==> src/rtl/prog_clk_divider.sv <==
// Multi-channel programmable clock divider: each channel counts to its divisor and
// produces a square wave (mode 0) or a one-cycle pulse (mode 1), plus a terminal tick.
module prog_clk_divider #(
    parameter int          NUM_CH      = 2,
    parameter int          WIDTH       = 32,
    parameter int unsigned DEFAULT_DIV = 9000000
) (
    input  logic              clk,
    input  logic              reset,
    input  logic              sync_clr,
    input  logic [NUM_CH-1:0] enable,
    input  logic              load_en,
    input  logic [2:0]        load_ch,
    input  logic [WIDTH-1:0]  load_div,
    input  logic              load_mode,
    output logic [NUM_CH-1:0] sclk,
    output logic [NUM_CH-1:0] tick
);

    logic [WIDTH-1:0]  count_q [NUM_CH];
    logic [WIDTH-1:0]  count_d [NUM_CH];
    logic [WIDTH-1:0]  div_q   [NUM_CH];
    logic [WIDTH-1:0]  div_d   [NUM_CH];
    logic [NUM_CH-1:0] mode_q, mode_d;
    logic [NUM_CH-1:0] sclk_q, sclk_d;
    logic [NUM_CH-1:0] tick_q, tick_d;
    logic              load_hit;

    // Load strobe: a single-cycle load_en with an in-range load_ch is always accepted,
    // with no backpressure; out-of-range channel indices are silently dropped.
    assign load_hit = load_en && ({29'd0, load_ch} < $unsigned(NUM_CH));

    always_comb begin
        for (int i = 0; i < NUM_CH; i++) begin
            count_d[i] = count_q[i];
            div_d[i]   = div_q[i];
            mode_d[i]  = mode_q[i];
            sclk_d[i]  = sclk_q[i];
            tick_d[i]  = 1'b0;

            // Priority: clear, then load, then counting.
            if (sync_clr) begin
                count_d[i] = '0;
                sclk_d[i]  = 1'b0;
            end else if (load_hit && (load_ch == 3'(i))) begin
                div_d[i]   = load_div;
                mode_d[i]  = load_mode;
                count_d[i] = '0;
                sclk_d[i]  = 1'b0;
            end else if (enable[i]) begin
                if (count_q[i] == div_q[i]) begin
                    count_d[i] = '0;
                    tick_d[i]  = 1'b1;
                    sclk_d[i]  = mode_q[i] ? 1'b1 : ~sclk_q[i];
                end else begin
                    count_d[i] = count_q[i] + 1'b1;
                    if (mode_q[i]) begin
                        sclk_d[i] = 1'b0;
                    end
                end
            end else if (mode_q[i]) begin
                sclk_d[i] = 1'b0;
            end
        end
    end

    always_ff @(posedge clk or negedge reset) begin
        if (!reset) begin
            for (int i = 0; i < NUM_CH; i++) begin
                count_q[i] <= '0;
                div_q[i]   <= WIDTH'(DEFAULT_DIV);
            end
            mode_q <= '0;
            sclk_q <= '0;
            tick_q <= '0;
        end else begin
            for (int i = 0; i < NUM_CH; i++) begin
                count_q[i] <= count_d[i];
                div_q[i]   <= div_d[i];
            end
            mode_q <= mode_d;
            sclk_q <= sclk_d;
            tick_q <= tick_d;
        end
    end

    assign sclk = sclk_q;
    assign tick = tick_q;

endmodule

==> config.mk <==
export PLATFORM = sky130hd
export DESIGN_NAME = prog_clk_divider
export DESIGN_NICKNAME = d
export VERILOG_FILES = /design/src/rtl/prog_clk_divider.sv
export SDC_FILE = /design/constraint.sdc
export NUM_CORES = 1
export LEC_CHECK = 0
export BUFFER_PORTS_ARGS = -buffer_cell sky130_fd_sc_hd__buf_2
export CAP_MARGIN = 20
export CELL_PAD_IN_SITES_DETAIL_PLACEMENT = 1
export CELL_PAD_IN_SITES_GLOBAL_PLACEMENT = 1
export CORE_UTILIZATION = 25
export CTS_CLUSTER_SIZE = 10
export DETAILED_ROUTE_END_ITERATION = 10
export HOLD_SLACK_MARGIN = 0.02
export PLACE_DENSITY = 0.55
export SYNTH_ARGS = -nofsm -noshare
export SYNTH_HDL_FRONTEND = slang
export SYNTH_SLANG_ARGS = --single-unit
export TNS_END_PERCENT = 50
==> constraint.sdc <==
create_clock -name clk -period 4.55 [get_ports clk]
set_input_delay 0.91 -clock clk [delete_from_list [all_inputs] [get_ports clk]]
set_output_delay 0.91 -clock clk [all_outputs]
set_load 0.005 [all_outputs]
==> metrics.md, run 1 <==
| Metric | Value |
|---|---|
| Status | `finished, final reports clean` |
| Drt first pass iters | `4` |
| Worst setup EP type | `flop` |
| Die area | `0.0281 mm2` |
| Required @ worst endpoint | `4.87 ns` |
| Largest cells by area after synthesis | `dfrtp_1, xnor2_1, mux2_2, dfstp_2, nand4_1` |
| # IOs | `46` |
| Die height | `168 um` |
| Layout Area Growth over Synthesis | `17.4%` |
| Storage cell area | `about 0.0034 mm2` |
| Initial antenna violation count | `0` |
| Max FO, Critical Path | `21` |
| CTS Root Cell | `clkbuf_16` |
| Routed Antenna Nets | `0` |
| GRT Util Overall | `15.0%` |
| Yosys Warn Count | `0` |
| Wire length per cell | `19.0 um` |
| Slew Limit Fails | `0` |
| Post-layout nets | `714` |
| Slew margin rel. | `between 30% and 40%` |
| F_max | `382 MHz` |
| Switch share | `25.9%` |
| Largest net degree at the start of global routing | `87` |
| Part of the power in the clock network | `42.2%` |
| Core area | `0.0270 mm2` |
| Clk slew on worst S/H paths | `0.06 ns` |
| Internal | `0.00244 W` |
| Setup CP Type | `in -> reg` |
| Final worst slack | `1.93 ns` |
| Post-route minimum period | `around 2.6 ns` |
| Clk buf depth | `2` |
| Final Hold Vio Count | `0` |
| Syn Area/Cell | `approximately 11 um2` |
| Share of the synthesized area in the top cell type | `43.7%` |
| Sequential-to-total area share from yosys stat | `49.1%` |
| Post-Syn Instances | `623` |
| Die W | `168 um` |
| CTS tree | `done` |
| Period utilization | `57.5%` |
| Fillers | `3,015` |
| Post-synth EDFFs | `0` |
| Post CTS Setup Buffer Count | `0` |
| Resized cells post-CTS | `0` |
| Pre-CTS WS | `1.43 ns` |
| Clock skew | `between 0.007 and 0.008 ns` |
| Residual DRC count | `0` |
| Yosys top cell by area | `dfrtp_1` |
| Fraction of registers with async set or reset after synthesis | `100%` |
| Cts bufs inserted | `17` |
| Ratio of cells with drive above 1 in the final layout | `26.1%` |
| Comb pwr share | `12.9%` |
| Max H-tree Level | `4` |
| Sequential share of power | `44.9%` |
| Pleak | `about 3.2 nW` |
| Vias | `4,919` |
| Pwr per Cell Area | `409 mW/mm2` |
| Post-Syn Area | `0.00687 mm2` |
| PortBufs | `45` |
| Worst-Skew Late Latency | `0.43 ns` |
| RSZ-0062 raised after global routing | `no` |
| Seq cells post-synth | `134` |
| Ys flop type | `dfrtp_1` |
| Number of hold buffers added after CTS | `0` |
| Final setup viols | `0` |
| Initial DRC count | `243` |
| Setup TNS | `0 ns` |
| Syn Nets | `667` |
| Initial Util | `25.5%` |
| Crit start category | `input pin` |
| Post-Route WL | `between 15,000 and 20,000 um` |
| Hold crit path type | `reg -> reg` |
| First-pass GRT wire length | `31,700 um` |
| Post-DP HPWL | `between 10,000 and 15,000 um` |
| Arr. time, crit path | `roughly 3 ns` |
| Synth unique cells | `58` |
| Footprint of the multi-input gates | `about 0.0034 mm2` |
| Max cap viols | `0` |
| Worst vdd ir | `0.222 mV` |
| Ant. Diodes | `0` |
| Switch Pwr | `0.000855 W` |
| Slew @ Worst Pin | `0.997 ns` |
| Vias in the first global route | `between 5,000 and 6,000` |
| Std cell rows | `60` |
| Grt total ovfl | `0` |
| DR vias/cell | `4.80` |
| GP Congestion | `0.754` |
| CTS Sinks | `134` |
-- per-stage QoR --
| step | area (um2) | util, % | hold slack, ns | total power, W | std cells |
|---|---|---|---|---|---|
| after floorplan | 6870 | - | 0.472 | 0.00174 | 623 |
| after global placement | 7470 | 27.7 | 0.488 | 0.00192 | 991 |
| after global routing | 8060 | 29.9 | 0.535 | 0.00344 | 1024 |
| after detailed placement | 7470 | 27.7 | 0.494 | 0.00193 | 991 |
| final | 8060 | 29.9 | 0.508 | 0.00329 | 1024 |
| after CTS | 8060 | 29.9 | 0.507 | 0.00335 | 1023 |
-- cells in the mapped netlist, types with 4 or more instances --
library cell / instances
buf_2: 9
nor2_1: 38
nor3_1: 12
clkbuf_1: 8
xnor2_1: 87
o311ai_1: 10
nand3_1: 32
nor4_2: 4
mux2_2: 66
and3_1: 12
nand2_1: 51
o21ai_0: 14
and4_1: 4
nand4_1: 37
dfrtp_1: 120
inv_1: 7
and2_1: 17
dfstp_2: 14
buf_4: 4
xor2_1: 10
-- layout by cell type, fill, tap and decap left out, types with 7 or more instances in the layout --
| cell type | n |
|---|---|
| and2_1 | 17 |
| and3_1 | 12 |
| buf_2 | 44 |
| buf_4 | 7 |
| clkbuf_16 | 17 |
| dfrtp_1 | 120 |
| dfstp_2 | 14 |
| inv_1 | 7 |
| mux2_2 | 66 |
| nand2_1 | 51 |
| nand3_1 | 32 |
| nand4_1 | 37 |
| nor2_1 | 38 |
| nor3_1 | 10 |
| o21ai_0 | 14 |
| o311ai_1 | 10 |
| xnor2_1 | 87 |
| xor2_1 | 10 |
-- path summary, 6_finish.rpt --
kind                                         start                      end  slack, ns  cells after the start
max reg2reg                count_q[59]$_DFFE_PN0P_  count_q[57]$_DFFE_PN0P_       1.95                      6
min                          mode_q[0]$_DFFE_PN0P_    mode_q[0]$_DFFE_PN0P_       0.51                      1
max                                     load_ch[1]  count_q[63]$_DFFE_PN0P_       1.93                      8
min in group asynchronous                    reset  count_q[60]$_DFFE_PN0P_       0.55                      1
max in group asynchronous                    reset    div_q[12]$_DFFE_PN1P_       3.08                      2
min reg2reg                  mode_q[0]$_DFFE_PN0P_    mode_q[0]$_DFFE_PN0P_       0.51                      1
-- registers in the layout, summed over array words and instances (netlist names) --
name     count
tick         2
div_q       64
mode_q       2
count_q     64
sclk         2
-- power groups by stage --
stage	Clock (W)	Sequential (W)	Combinational (W)
floorplan	0	0.00145	0.000297
global placement	0	0.00150	0.000421
detailed placement	0	0.00150	0.000427
CTS	0.00143	0.00148	0.000431
global route	0.00148	0.00150	0.000466
finish	0.00139	0.00148	0.000426
-- routing by layer --
layer / routed length, um / part of all wire [%] / up-vias / track usage [%]
met5: 0 / 0 / - / 0
met3: 455 / 2.3 / 16 / 2.40
met1: 10400 / 53 / 2508 / 22.6
met4: 235 / 1.2 / 0 / 5.03
li1: - / - / 2327 / -
met2: 8380 / 43 / 68 / 21.7
-- final cells by class --
type	count	share of cell area, %
clock inverters	8	1.19
inverters	7	0.326
well taps	341	5.29
flip-flops and latches	134	41.8
repair buffers	52	3.52
clock buffers	24	6.10
multi-input cells	458	41.8
-- critical path, cell delays in order --
cell and delay (ns):
buf_2 0.12, nor4b_2 0.55, nor3_2 0.06, buf_4 0.23, nand3b_1 0.26, or4_1 0.53, xnor2_1 0.14, and2_1 0.15
-- cells by family after synthesis --
group           after synthesis  synth area share [%]
compound gates               57                  6.25
xor+xnor                     97                  12.4
fa+ha+maj                     2                 0.364
buf+inv                      31                  2.08
flops                       134                  49.1
mux                          67                  11.0
simple gates                235                  18.9
Note: power is estimated with default switching activity, not from simulation.
==> inputs of run 2 (changes only) <==
==> constraint.sdc (replaced) <==
create_clock -name clk -period 2.54 [get_ports clk]
set_input_delay 0.508 -clock clk [delete_from_list [all_inputs] [get_ports clk]]
set_output_delay 0.508 -clock clk [all_outputs]
set_load 0.005 [all_outputs]
==> run 2 against run 1 <==
  * Clock power is 92% higher
  * Combinational power is 86% higher
  * Worst hold slack lost 0.46 ns
  * Non-clock buffer count rose by 21
  * Via count grew 0.35%
  * Cell area increased by 3.0%
  * Die area stayed put
  * Flip-flop and latch count did not move
  * Critical path type is now reg -> reg
  * Critical endpoint is now count_q[28]$_DFFE_PN0P_
==> metrics.md, run 2 (synthesis gave the netlist of run 1 again) <==
| Metric | Value |
|---|---|
| Final worst slack | `0.206 ns` |
| Part of the power in the clock network | `43.8%` |
| Max H-tree Level | `4` |
| Post CTS Setup Buffer Count | `0` |
| Initial antenna violation count | `0` |
| RSZ-0062 raised after global routing | `no` |
| Sequential share of power | `43.2%` |
| Post-route minimum period | `roughly 2.3 ns` |
| Storage cell area | `0.00337 mm2` |
| Met1 Wirelength | `10,300 um` |
| Std cell rows | `60` |
| Slew @ Worst Pin | `0.750 ns` |
| CTS tree | `done` |
| Ant. Diodes | `0` |
| Final Hold Vio Count | `0` |
| GP Congestion | `0.785` |
| Pwr per Cell Area | `between 700 and 800 mW/mm2` |
| Crit start category | `flop` |
| Buffers & Inverters on Critical Path | `2` |
| Drt first pass iters | `4` |
| Die area | `between 0.02 and 0.03 mm2` |
| Met2 WL | `8500 um` |
| Top Registers | `count_q: 64 flops, div_q: 64 flops` |
| Hold crit path type | `in -> async` |
| Die W | `168 um` |
| DR vias/cell | `4.72` |
| Routed Antenna Nets | `0` |
| Clock skew | `0.00890 ns` |
| Crit path max-delay family | `simple AND/OR/NAND/NOR gates` |
| Slew Limit Fails | `0` |
| Footprint of the multi-input gates | `0.00337 mm2` |
| Switch Pwr | `0.00156 W` |
| GRT Util Overall | `approximately 15%` |
| Switch share | `25.5%` |
| F_max | `~430 MHz` |
| Largest net degree at the start of global routing | `55` |
| Core area | `0.0270 mm2` |
| Post-DP HPWL | `14,900 um` |
| DR top layer | `met4` |
| Die height | `168 um` |
| Number of hold buffers added after CTS | `0` |
| Status | `finished, final reports clean` |
| Arr. time, crit path | `2.64 ns` |
| Worst setup EP type | `flop` |
| Required @ worst endpoint | `2.85 ns` |
| Pre-CTS WS | `between 0.1 and 0.15 ns` |
| Met3 Wirelength | `roughly 630 um` |
| Post-layout nets | `roughly 740` |
| Period utilization | `91.9%` |
| Cts bufs inserted | `17` |
| Comb pwr share | `13.0%` |
| Critical path cell sequence | `xnor2_1, nand4_1, nor4_2, buf_4, a21o_1, buf_4, o2bb2a_1, o41ai_1` |
| Most frequent cells in the layout | `dfrtp_1, xnor2_1, mux2_2` |
| Pleak | `~3.3 nW` |
| Max incr delay on CP | `0.45 ns` |
| CTS Sinks | `134` |
| Clk buf depth | `2` |
| Worst path slowest cell | `xnor2_1` |
| Cell with the most instances on the worst path | `buf_4` |
| Commonest non-fill, non-tap cell in the layout | `dfrtp_1` |
| Residual DRC count | `0` |
| PortBufs | `45` |
| Post-Route WL | `just under 20,000 um` |
| Vias | `between 4,000 and 5,000` |
| First-pass GRT wire length | `31,900 um` |
| # IOs | `46` |
| Worst vdd ir | `0.359 mV` |
| Final core occ | `30.8%` |
| Internal | `between 0.004 and 0.005 W` |
| Layout Area Growth over Synthesis | `20.8%` |
| Initial DRC count | `224` |
| Vias in the first global route | `around 5,300` |
| Max cap viols | `0` |
| Final setup viols | `0` |
| Ratio of cells with drive above 1 in the final layout | `28.6%` |
| Worst-Skew Late Latency | `0.43 ns` |
| Fillers | `approximately 3,000` |
| Wire length per cell | `18.9 um` |
| Setup CP Type | `reg -> reg` |
| Max FO, Critical Path | `8` |
| Initial Util | `25.5%` |
| Final Power | `~0.006 W` |
| Resized cells post-CTS | `0` |
| Grt total ovfl | `0` |
| CTS Root Cell | `clkbuf_16` |
| Setup TNS | `0 ns` |
| Slew margin rel. | `49.9%` |
| Clk slew on worst S/H paths | `0.06 ns` |
-- run 2: path summary, 6_finish.rpt --
path / from / endpoint / slack [ns] / cells after the start
setup / recovery: count_q[28]$_DFFE_PN0P_ / count_q[28]$_DFFE_PN0P_ / 0.21 / 8
hold / removal: reset / count_q[58]$_DFFE_PN0P_ / 0.05 / 1
setup reg to reg: count_q[28]$_DFFE_PN0P_ / count_q[28]$_DFFE_PN0P_ / 0.21 / 8
hold reg to reg: mode_q[0]$_DFFE_PN0P_ / mode_q[0]$_DFFE_PN0P_ / 0.51 / 1
max in group asynchronous: reset / div_q[48]$_DFFE_PN1P_ / 1.78 / 2
min in group clk: load_div[5] / div_q[37]$_DFFE_PN0P_ / 0.34 / 2
-- run 2: power groups by stage --
stage          registers (W)  logic [W]  clock network, W
2_1_floorplan        0.00259   0.000532                 0
3_3_place_gp         0.00267   0.000778                 0
3_5_place_dp         0.00268   0.000792                 0
4_1_cts              0.00264   0.000803           0.00274
5_1_grt              0.00267   0.000874           0.00283
6_report             0.00263   0.000793           0.00267
-- run 2: metrics by stage --
step | std cells | hold WS (ns) | cell area [um2]
after floorplan | 623 | 0.212 | 6870
after global placement | 1013 | 0.493 | 7670
after detailed placement | 1013 | 0.495 | 7670
after CTS | 1045 | 0.0579 | 8300
after global routing | 1045 | 0.0782 | 8300
final | 1045 | 0.0505 | 8300
-- run 2: final cells by class --
| type | instances | area share [%] |
|---|---|---|
| Multi-Input combinational cell | 458 | 40.6 |
| Clock buffer | 20 | 5.50 |
| Inverter | 7 | 0.317 |
| Sequential cell | 134 | 40.6 |
| Timing Repair Buffer | 73 | 5.77 |
| Tap cell | 341 | 5.14 |
| Clock inverter | 12 | 2.11 |
-- run 2: layer usage --
layer | GRT usage (%) | up-vias
met4 | 5.58 | 0
met3 | 2.61 | 18
li1 | - | 2364
met1 | 22.1 | 2480
met2 | 22.3 | 74
met5 | 0 | -
